<file path="src/rtl/timer_bank.sv">
// rtl/timer_bank.sv - Multi-channel compare timer bank with one combined interrupt
// Optional per-channel 8-bit prescaler is built when TIMER_PRESCALER_EN is defined.
module timer_bank #(
   parameter int NUM_CH = 4,
   parameter int CNT_W  = 32
) (
   input  logic        clk,
   input  logic        resetq,
   input  logic        sel,
   input  logic [5:0]  addr,
   input  logic [3:0]  we,
   input  logic        rd,
   input  logic [31:0] wdata,
   output logic [31:0] rdata,
   output logic        irq
);

   localparam logic [1:0] REG_CTRL    = 2'd0;
   localparam logic [1:0] REG_COMPARE = 2'd1;
   localparam logic [1:0] REG_COUNT   = 2'd2;
   localparam logic [1:0] REG_STATUS  = 2'd3;
   localparam logic [1:0] REG_IRQ_MAP = 2'd0;
   localparam logic [3:0] GLOBAL_CH   = 4'hF;

   logic [3:0]        ch_idx;
   logic [1:0]        reg_idx;
   logic              wr_any;
   logic              unused_rd;

   logic [NUM_CH-1:0] en_q;
   logic [NUM_CH-1:0] per_q;
   logic [NUM_CH-1:0] ie_q;
   logic [NUM_CH-1:0] pend_q;
   logic [CNT_W-1:0]  cmp_q  [NUM_CH];
   logic [CNT_W-1:0]  cnt_q  [NUM_CH];
   logic [CNT_W-1:0]  cmp_wr [NUM_CH];

   logic [NUM_CH-1:0] wr_ch;
   logic [NUM_CH-1:0] w1c;
   logic [NUM_CH-1:0] tick;
   logic [NUM_CH-1:0] match;
   logic [NUM_CH-1:0] irq_map;

`ifdef TIMER_PRESCALER_EN
   logic [7:0]        pre_q [NUM_CH];
   logic [7:0]        pc_q  [NUM_CH];
`endif

   assign ch_idx    = addr[5:2];
   assign reg_idx   = addr[1:0];
   assign wr_any    = sel && (we != 4'h0);
   assign unused_rd = rd;

   always_comb begin
      for (int i = 0; i < NUM_CH; i++) begin
         wr_ch[i]   = wr_any && (ch_idx == 4'(i));
         w1c[i]     = wr_ch[i] && (reg_idx == REG_STATUS) && we[0] && wdata[0];
`ifdef TIMER_PRESCALER_EN
         tick[i]    = en_q[i] && (pc_q[i] == pre_q[i]);
`else
         tick[i]    = en_q[i];
`endif
         match[i]   = tick[i] && (cnt_q[i] == cmp_q[i]);
         irq_map[i] = pend_q[i] && ie_q[i];
         // Bytes above CNT_W simply have no bits to land in.
         for (int j = 0; j < CNT_W; j++) begin
            cmp_wr[i][j] = we[j/8] ? wdata[j] : cmp_q[i][j];
         end
      end
   end

   always_ff @(posedge clk) begin
      if (!resetq) begin
         en_q   <= '0;
         per_q  <= '0;
         ie_q   <= '0;
         pend_q <= '0;
         irq    <= 1'b0;
         for (int i = 0; i < NUM_CH; i++) begin
            cmp_q[i] <= '1;
            cnt_q[i] <= '0;
`ifdef TIMER_PRESCALER_EN
            pre_q[i] <= '0;
            pc_q[i]  <= '0;
`endif
         end
      end else begin
         irq <= |irq_map;
         for (int i = 0; i < NUM_CH; i++) begin
            if (tick[i]) begin
               cnt_q[i] <= match[i] ? '0 : cnt_q[i] + CNT_W'(1);
            end
            // A hardware match beats a same-cycle clear so no event is lost.
            if (match[i]) begin
               pend_q[i] <= 1'b1;
            end else if (w1c[i]) begin
               pend_q[i] <= 1'b0;
            end
            if (match[i] && !per_q[i]) begin
               en_q[i] <= 1'b0;
            end
`ifdef TIMER_PRESCALER_EN
            pc_q[i] <= (!en_q[i] || tick[i]) ? 8'd0 : pc_q[i] + 8'd1;
`endif
            // Register writes come last so they override counting updates.
            if (wr_ch[i]) begin
               case (reg_idx)
                  REG_CTRL: begin
                     if (we[0]) begin
                        en_q[i]  <= wdata[0];
                        per_q[i] <= wdata[1];
                        ie_q[i]  <= wdata[2];
                     end
`ifdef TIMER_PRESCALER_EN
                     if (we[1]) begin
                        pre_q[i] <= wdata[15:8];
                     end
`endif
                  end
                  REG_COMPARE: cmp_q[i] <= cmp_wr[i];
                  REG_COUNT: begin
                     cnt_q[i] <= '0;
`ifdef TIMER_PRESCALER_EN
                     pc_q[i]  <= '0;
`endif
                  end
                  default: ;
               endcase
            end
         end
      end
   end

   always_comb begin
      rdata = '0;
      if (sel) begin
         if (ch_idx == GLOBAL_CH) begin
            if (reg_idx == REG_IRQ_MAP) begin
               rdata = 32'(irq_map);
            end
         end else begin
            for (int i = 0; i < NUM_CH; i++) begin
               if (ch_idx == 4'(i)) begin
                  case (reg_idx)
`ifdef TIMER_PRESCALER_EN
                     REG_CTRL:    rdata = {16'h0, pre_q[i], 5'h0, ie_q[i], per_q[i], en_q[i]};
`else
                     REG_CTRL:    rdata = {29'h0, ie_q[i], per_q[i], en_q[i]};
`endif
                     REG_COMPARE: rdata = 32'(cmp_q[i]);
                     REG_COUNT:   rdata = 32'(cnt_q[i]);
                     default:     rdata = {31'h0, pend_q[i]};
                  endcase
               end
            end
         end
      end
   end

endmodule

</file>
<file path="config.mk">
export PLATFORM = sky130hd
export DESIGN_NAME = timer_bank
export DESIGN_NICKNAME = d
export VERILOG_FILES = /design/src/rtl/timer_bank.sv
export SDC_FILE = /design/constraint.sdc
export NUM_CORES = 1
export LEC_CHECK = 0
export CAP_MARGIN = 20
export CORE_ASPECT_RATIO = 1.75
export CORE_MARGIN = 4
export CORE_UTILIZATION = 60
export CTS_BUF_LIST = sky130_fd_sc_hd__clkbuf_8
export DETAILED_ROUTE_END_ITERATION = 10
export HOLD_SLACK_MARGIN = 0.1
export PLACE_DENSITY = 0.82
export SETUP_SLACK_MARGIN = 0.3
export SKIP_CTS_REPAIR_TIMING = 1
export SLEW_MARGIN = 5
export SYNTH_ARGS = -nofsm -noshare
export SYNTH_HDL_FRONTEND = slang
export SYNTH_SLANG_ARGS = --single-unit
export TNS_END_PERCENT = 1
</file>
<file path="constraint.sdc">
create_clock -name clk -period 13.95 [get_ports clk]
set_input_delay 2.0925 -clock clk [delete_from_list [all_inputs] [get_ports clk]]
set_output_delay 2.0925 -clock clk [all_outputs]
set_load 0.005 [all_outputs]
</file>
==> results_dict.tcl, run 1 <==
set metrics [dict create \
    synth_simple_gate_area_share_pct 22.5 \
    viasPerCell 7.08 \
    async_flop_share_pct 0 \
    period_share_pct 63.7 \
    drtIter0Drc 1795 \
    synth-adder-area-share_pct 0.300 \
    met2WireLength_um 27700 \
    antenna_found_initial 0 \
    netlist_instances 1599 \
    slowest_delay_ps 1090 \
    seqPwrFrac_pct 53.3 \
    max-vdd-ir-drop_mv 0.0789 \
    final.fill_count 2139 \
    grt_overflow 0 \
    dr_wl_met3_um 5040 \
    dpl_cell_area_um2 17600 \
    p_switching_mw 0.520 \
    grt_max_degree 80 \
    worstHoldStart "per_q[3]" \
    crit_family "buffers and inverters" \
    ys_ff_latch 273 \
    yosysSeqAreaShare_pct 48.1 \
    grt_usage_pct 37.0 \
    min_path_cells 2 \
    path_max_fanout 79 \
    yosysUniqueCellTypes 67 \
    cts.clk_slew.worst_paths_ps 60 \
    fmax_ghz 0.113 \
    syn_area_per_cell_um2 10.4 \
    skew_ps 32.7 \
    synthTopCellsByCount "256 x edfxtp_1, 167 x xor2_1, 146 x nor3_1" \
    tightest_slew_ps 1240 \
    drt-met1-wl_um 18400 \
    cap_viol_max_count 0 \
    cpMaxStageDelayCell "nor2b_4" \
    synth_largest_area_cell "edfxtp_1" \
    p_int_mw 1.32 \
    clock_path_buffers 3 \
    hold_viol 0 \
    drc 0 \
    slew_headroom_pct 17.2 \
    area_growth_pct 10.6 \
    fp.dieArea_um2 30700 \
    pwr-share-comb_pct 10.5 \
    rsz0062_at_grt "no" \
    fin_crit_ps 8880 \
    wl_per_cell_um 28.7 \
    stdcell_area_um2 18500 \
    finalSetupViolCount 0 \
    yosys-mux-area-fraction_pct 1.02 \
    port_buffers 77 \
    clkSinkCount 273 \
    worst_setup_path_end_kind "output pin" \
    synth_compound_area_share_pct 11.7 \
    wirelength_um 57600 \
    syn_nets 1649 \
    drive_gt1_share_pct 6.95 \
    fp.dieW_um 134 \
    antenna_left 0 \
    top_layer_used "met4" \
    layout.nets 1655 \
    required_ps 11860 \
    cts-buffers-inserted 44 \
    synth.area.top_cells "edfxtp_1 46%, xor2_1 8.8%, a221oi_1 4.6%" \
    grt_first_pass_wirelength_um 85100 \
    netlist_area_um2 16700 \
    synthFlopType "edfxtp_1" \
    hpwl_um 42400 \
    synth_edf_count 256 \
    slew_viol_final 0 \
    r2r_cells 5 \
    synth_xor_area_share_pct 12.8 \
    grt_pass1_vias 13800 \
    finalWeightedCongestion 1.12 \
    worstPathArrival_ps 6790 \
    row_count 80 \
    path_cells "clkdlybuf4s50_1, nor2b_4, buf_4, a221oi_1, nor2_1, o21ai_0, nor4_1, clkdlybuf4s50_1" \
    num_vias 14200 \
    insertion_delay_ps 600 \
    yosys_warnings 0 \
    ctsHtreeMaxLevel 2 \
    hold_class "reg -> reg" \
    status "completed" \
    crit_buf_inv 3 \
    core_um2 27300 \
    fin_tns_setup_ps 0 \
    p_leak_nw 5.64 \
    n_antenna_cell 0 \
    synth_top_family_by_area "simple AND/OR/NAND/NOR gates" \
    pin_count 79 \
    crit_path_frequent_cell "clkdlybuf4s50_1" \
    cts_root_buf "clkbuf_8" \
    regToRegSetupSlack_ps 10680 \
    worstReg2RegEnd "en_q[1]" \
    fp.dieH_um 229 \
    dr.pass1.iters 8 \
    yosysMostFrequentCell "edfxtp_1" \
    crit_type "in -> out" \
    start_util_pct 61.1 \
    critPathLaunchType "input port" \
    cts_tree "built" \
    hold_end "per_q[3]" \
    swShare_pct 28.3 \
    worstReg2RegStart "cnt_q[1][14]" \
    power_density_nw_per_um2 99.3 \
    synthDominantCellAreaShare_pct 46.0 \
    pwr-share-clk_pct 36.2 \
]
[per-stage QoR]
step / worst slack [ps] / util [%] / total power, mW / hold WS [ps] / instances
after floorplan: 6610 / - / 1.08 / 449 / 1599
after global placement: 4980 / 64.6 / 1.17 / 464 / 1927
after detailed placement: 4980 / 64.6 / 1.18 / 474 / 1927
after CTS: 4980 / 67.5 / 1.83 / 483 / 2008
after global routing: 4880 / 67.6 / 1.88 / 499 / 2009
final: 5070 / 67.6 / 1.84 / 487 / 2009
[worst register-to-register path, stage by stage, from the launching register on]
cell      delay (ps)
edfxtp_1         570
xor2_1           240
nor4_1           760
nand4_1          280
nor4b_1          990
o221ai_1         230
[flip-flops by register name, summed over array words and instances, names as in the netlist]
name / cells
cmp_q: 128
cnt_q: 128
en_q: 4
ie_q: 4
irq: 1
pend_q: 4
per_q: 4
[power by group through the flow]
stage	sequential, mW	clock, mW	combinational, mW
floorplan	0.970	0	0.115
global placement	0.991	0	0.183
detailed placement	0.993	0	0.184
CTS	0.976	0.664	0.185
global route	0.981	0.702	0.200
finish	0.978	0.665	0.192
[cell usage in the layout (no fill, tap or decap), types with 8 or more instances in the layout]
cell / count
a211oi_1: 25
a21oi_1: 14
a221oi_1: 87
a22oi_1: 28
and3_1: 25
and4_1: 13
buf_4: 25
clkbuf_8: 44
clkdlybuf4s50_1: 77
clkinv_1: 10
clkinv_2: 10
dfxtp_1: 17
edfxtp_1: 256
inv_1: 27
mux2i_1: 8
nand2_1: 94
nand2b_1: 65
nand3_1: 60
nand4_1: 66
nor2_1: 23
nor3_1: 143
nor4_1: 60
o21ai_0: 13
o32a_1: 26
or3_1: 71
xnor2_1: 78
xor2_1: 167
[layout make-up]
type	count	area [um2]	share of cell area [%]
tap	369	462	2.50
clock buffer	44	606	3.28
inverter	16	60.1	0.325
multi-input combinational	1167	8140	44.1
sequential	273	8030	43.4
clock inverter	37	195	1.06
timing repair buffer	103	986	5.34
[cells by family after synthesis]
family	count (synthesis)
buffers and inverters	159
muxes	12
adders and majority gates	4
DFF	273
and+or+nand+nor	668
xor gates and xnor gates	245
AOI/OAI and AO/OA	238
[routing by layer]
metal,vias to the layer above,global-route usage (%)
li1,6210,-
met1,6812,40.8
met2,931,61.2
met3,261,6.67
met4,0,31.3
met5,-,0
[worst max-delay path by stage]
stage | to | start | depth (start not counted)
6_report | rdata[21] | addr[0] | 8
5_1_grt | rdata[21] | addr[0] | 8
3_5_place_dp | rdata[21] | addr[1] | 8
2_1_floorplan | cnt_q[0][0] | addr[5] | 5
3_3_place_gp | rdata[26] | addr[1] | 7
4_1_cts | rdata[21] | addr[1] | 8
Power figures use the tool's default switching activity.
==> inputs of run 2 (changes only) <==
==> constraint.sdc (replaced) <==
create_clock -name clk -period 8.9 [get_ports clk]
set_input_delay 1.335 -clock clk [delete_from_list [all_inputs] [get_ports clk]]
set_output_delay 1.335 -clock clk [all_outputs]
set_load 0.005 [all_outputs]
==> run 2 against run 1 <==
Clock-buffer cell count is 1 higher. Global-route usage increased by 0.28 points. Critical path depth shrank 1. First-iteration DRC count rose by 8.7%. Worst setup slack got worse by 3200 ps. Die area unchanged. Hold slack lost 8.5 ps. Sequential share of layout area about the same. Register-to-register slack worse by 4900 ps. Via count rose by 1.0%. Non-clock buffer count up 3.
==> results_dict.tcl, run 2 (synthesis results as in run 1) <==
set metrics [dict create \
    worstReg2RegEnd "cnt_q[0][23]" \
    finalPower_mw 2.88 \
    slowest_delay_ps 1110 \
    worstPathArrival_ps 5650 \
    port_buffers 77 \
    fin_crit_ps 6990 \
    cap_viol_max_count 0 \
    grt_overflow 0 \
    dpl_cell_area_um2 17700 \
    slew_viol_final 0 \
    skew_ps 23.6 \
    grt_first_pass_wirelength_um 86000 \
    drtIter0Drc 1951 \
    cts_root_buf "clkbuf_8" \
    place_inst 1930 \
    clock_path_buffers 3 \
    ctsHtreeMaxLevel 2 \
    worstReg2RegStart "cnt_q[0][0]" \
    cts-buffers-inserted 41 \
    hpwl_um 41900 \
    fin_tns_setup_ps 0 \
    path_cells "clkdlybuf4s50_1, nor2b_4, a221oi_1, nor2_1, o21ai_0, nor4_1, clkdlybuf4s50_1" \
    hold_class "reg -> reg" \
    pin_count 79 \
    insertion_delay_ps 580 \
    worstHoldStart "ie_q[1]" \
    fp.dieArea_um2 30700 \
    fin_util_pct 67.7 \
    stdcell_area_um2 18500 \
    fp.dieH_um 229 \
    cts_tree "built" \
    min_path_cells 2 \
    crit_path_frequent_cell "clkdlybuf4s50_1" \
    grt_pass1_vias 13900 \
    crit_type "in -> out" \
    finalSetupViolCount 0 \
    clkSinkCount 273 \
    power_density_nw_per_um2 156 \
    fmax_ghz 0.143 \
    antenna_found_initial 1 \
    core_um2 27300 \
    drive_gt1_share_pct 6.97 \
    drc 0 \
    regToRegSetupSlack_ps 5750 \
    slew_headroom_pct 22.6 \
    grt_max_degree 80 \
    rsz0062_at_grt "no" \
    path_max_fanout 43 \
    finalWeightedCongestion 1.22 \
    crit_buf_inv 2 \
    layout.nets 1655 \
    antenna_left 0 \
    finalNonFillerCells 2008 \
    viasPerCell 7.15 \
    reg.largest.list "cmp_q (128), cnt_q (128)" \
    wirelength_um 57900 \
    cpMaxStageDelayCell "nor2b_4" \
    cts.clk_slew.worst_paths_ps 60 \
    wl_per_cell_um 28.8 \
    row_count 80 \
    num_vias 14400 \
    start_util_pct 61.1 \
    layout_common_cells "256 x edfxtp_1, 167 x xor2_1, 143 x nor3_1" \
    dr.pass1.iters 7 \
    required_ps 7570 \
    area_growth_pct 10.7 \
    layout_commonest_cell "edfxtp_1" \
    fp.dieW_um 134 \
    status "completed" \
    critPathLaunchType "input port" \
    tightest_slew_ps 1160 \
    crit_family "simple AND/OR/NAND/NOR gates" \
    period_share_pct 78.5 \
    hold_viol 0 \
    p_leak_nw 5.65 \
    max-vdd-ir-drop_mv 0.129 \
    hold_end "ie_q[1]" \
    grt_usage_pct 37.3 \
    worst_setup_path_end_kind "output pin" \
    r2r_cells 6 \
]
run 2: cell types whose count changed in the layout (fill, tap and decap cells not counted), sizes merged:
cell      change
clkbuf        +1
clkinvlp      -2
diode         +4
buf           +3
bufinv        +1
clkinv        -8
run 2: power breakdown:
| group | total, mW | switching, mW | internal (mW) |
|---|---|---|---|
| clock network | 1.04 | 0.512 | 0.525 |
| registers | 1.53 | 0.0757 | 1.46 |
| logic | 0.311 | 0.203 | 0.108 |
| total | 2.88 | 0.790 | 2.09 |
run 2: layout make-up:
cell class                      instances  area [um2]
Fill cell                            2073        8830
Clock buffer                           45         619
Multi-Input combinational cell       1167        8150
Inverter                               16        60.1
Timing Repair Buffer                  106         996
Clock inverter                         28         171
Tap cell                              369         462
Sequential cell                       273        8030
Antenna cell                            4        10.0
run 2: worst reg2reg max path, cell delays in order (launching register included):
cell and delay [ps]:
edfxtp_1 660, xnor2_1 470, nand4_1 140, nor4b_1 470, and3_1 630, buf_4 400, nor3_1 110
run 2: metal layers:
metal	wire length, um	global-route usage (%)
met4	5400	27.9
met3	5920	8.17
met2	27700	60.5
met5	0	0
met1	18900	42.9
run 2: worst max path at each step:
stage                        from     endpoint  slack (ps)  depth (start not counted)
after floorplan           addr[5]  cnt_q[0][0]        2320                          5
after global placement    addr[0]     rdata[5]        2130                          7
after detailed placement  addr[0]     rdata[5]        2140                          7
after CTS                 addr[0]     rdata[5]        2140                          7
after global routing      addr[0]    rdata[20]        1540                          8
final                     addr[0]    rdata[20]        1910                          7
run 2: through the flow:
step                      hold WS (ps)  worst slack [ps]
final                              479              1910
after global routing               504              1540
after CTS                          474              2140
after detailed placement           466              2140
after global placement             461              2130
after floorplan                    449              2320
==> inputs of run 3 (changes only) <==
==> constraint.sdc (replaced) <==
create_clock -name clk -period 6.5 [get_ports clk]
set_input_delay 0.975 -clock clk [delete_from_list [all_inputs] [get_ports clk]]
set_output_delay 0.975 -clock clk [all_outputs]
set_load 0.005 [all_outputs]
==> run 3 against run 2 <==
Non-clock buffer count up 8. Final cell count grew 0.55%. Total power is 38% higher. Critical path type unchanged.
==> results_dict.tcl, run 3 (synthesis results as in run 1) <==
set metrics [dict create \
    status "completed" \
    skew_ps 32.3 \
    slew_viol_final 0 \
    port_buffers 77 \
    max-vdd-ir-drop_mv 0.196 \
    period_share_pct 87.5 \
    hold_viol 0 \
    antenna_left 0 \
    worstPathArrival_ps 4710 \
    cts-buffers-inserted 42 \
    fp.dieW_um 134 \
    p_leak_nw 5.72 \
    p_int_mw 2.86 \
    drive_gt1_share_pct 7.53 \
    grt_max_degree 68 \
    grt_overflow 0 \
    row_count 80 \
    swShare_pct 27.8 \
    drc 0 \
    wl_per_cell_um 29.2 \
    cts.clk_slew.worst_paths_ps 60 \
    cap_viol_max_count 0 \
    finalWeightedCongestion 1.04 \
    cts_root_buf "clkbuf_8" \
    power_density_nw_per_um2 213 \
    stdcell_area_um2 18600 \
    fin_tns_setup_ps 0 \
    layout_commonest_cell "edfxtp_1" \
    area_growth_pct 11.3 \
    grt_pass1_vias 13900 \
    finalWorstSetupSlack_ps 812 \
    layout_common_cells "256 x edfxtp_1, 167 x xor2_1, 143 x nor3_1" \
    path_max_fanout 24 \
    clkSinkCount 273 \
    hold_class "reg -> reg" \
    core_um2 27300 \
    seqPwrFrac_pct 52.7 \
    layout.nets 1664 \
    cts_tree "built" \
    fin_crit_ps 5690 \
    pwr-share-comb_pct 11.2 \
    critPathLaunchType "input port" \
    grt_first_pass_wirelength_um 88100 \
    p_switching_mw 1.10 \
    dpl_cell_area_um2 17700 \
    grt_usage_pct 38.4 \
    antenna_found_initial 6 \
    num_vias 14300 \
    finalSetupViolCount 0 \
    clock_path_buffers 3 \
    viasPerCell 7.10 \
    start_util_pct 61.1 \
    reg.largest.list "cmp_q (128), cnt_q (128)" \
    ctsHtreeMaxLevel 2 \
    final.fill_count 2180 \
    hold_ws_ps 470 \
    dr.pass1.iters 5 \
    worst_setup_path_end_kind "output pin" \
    fp.dieArea_um2 30700 \
    pin_count 79 \
    pwr-share-clk_pct 36.0 \
    slew_headroom_pct 31.9 \
    required_ps 5520 \
    drtIter0Drc 1857 \
    pre_cts_ws_ps 1090 \
    insertion_delay_ps 610 \
    crit_type "in -> out" \
    fmax_ghz 0.176 \
    hpwl_um 43700 \
    fp.dieH_um 229 \
    wirelength_um 59000 \
    tightest_slew_ps 1010 \
    rsz0062_at_grt "no" \
]
-- run 3: cell types whose count changed in the layout (fill, tap and decap cells not counted), moves of 2 or more --
| cell | before | now |
|---|---|---|
| buf_12 | 0 | 2 |
| inv_1 | 27 | 25 |
| clkbuf_8 | 45 | 48 |
| buf_6 | 2 | 0 |
| buf_4 | 27 | 33 |
| clkinv_1 | 6 | 9 |
| clkinv_2 | 7 | 9 |
-- run 3: cell type report --
type | instances | area, um2 | area share [%]
antenna | 3 | 7.51 | 0.0404
clock buffer | 48 | 661 | 3.55
clock inverter | 29 | 146 | 0.787
inverter | 16 | 60.1 | 0.323
multi-input combinational | 1167 | 8150 | 43.8
sequential | 273 | 8030 | 43.2
tap | 369 | 462 | 2.48
timing repair buffer | 114 | 1080 | 5.80
-- run 3: critical path, stage by stage --
cell and delay [ps]:
clkdlybuf4s50_1 740, nor2b_4 700, buf_4 340, a221oi_1 150
nor2_1 580, o21ai_0 170, nor4_1 410, clkdlybuf4s50_1 600
-- run 3: per-layer routing --
layer  track usage (%)  routed length [um]
met1              42.3               19200
met2              63.3               28400
met4              27.9                5770
met3              10.1                5670
met5                 0                  36
-- run 3: worst paths after layout --
| kind | depth (start not counted) | from | slack, ps | end |
|---|---|---|---|---|
| max reg2reg | 6 | cnt_q[0][0] | 3620 | cnt_q[0][15] |
| min reg2reg | 2 | ie_q[0] | 470 | ie_q[0] |
| min | 2 | ie_q[0] | 470 | ie_q[0] |
| max | 8 | addr[0] | 810 | rdata[20] |
-- run 3: metrics by stage --
stage / power, mW / cells / utilization (%)
floorplan: 2.33 / 1599 / -
detailed placement: 2.55 / 1935 / 64.9
global placement: 2.54 / 1935 / 64.9
global route: 4.06 / 2016 / 68.0
CTS: 3.95 / 2012 / 67.8
finish: 3.96 / 2019 / 68.0
-- run 3: power groups by stage --
stage	sequential, mW	clock (mW)	combinational, mW
after floorplan	2.08	0	0.246
after global placement	2.12	0	0.423
after CTS	2.09	1.43	0.428
final	2.09	1.43	0.446
after detailed placement	2.12	0	0.425
after global routing	2.10	1.51	0.459
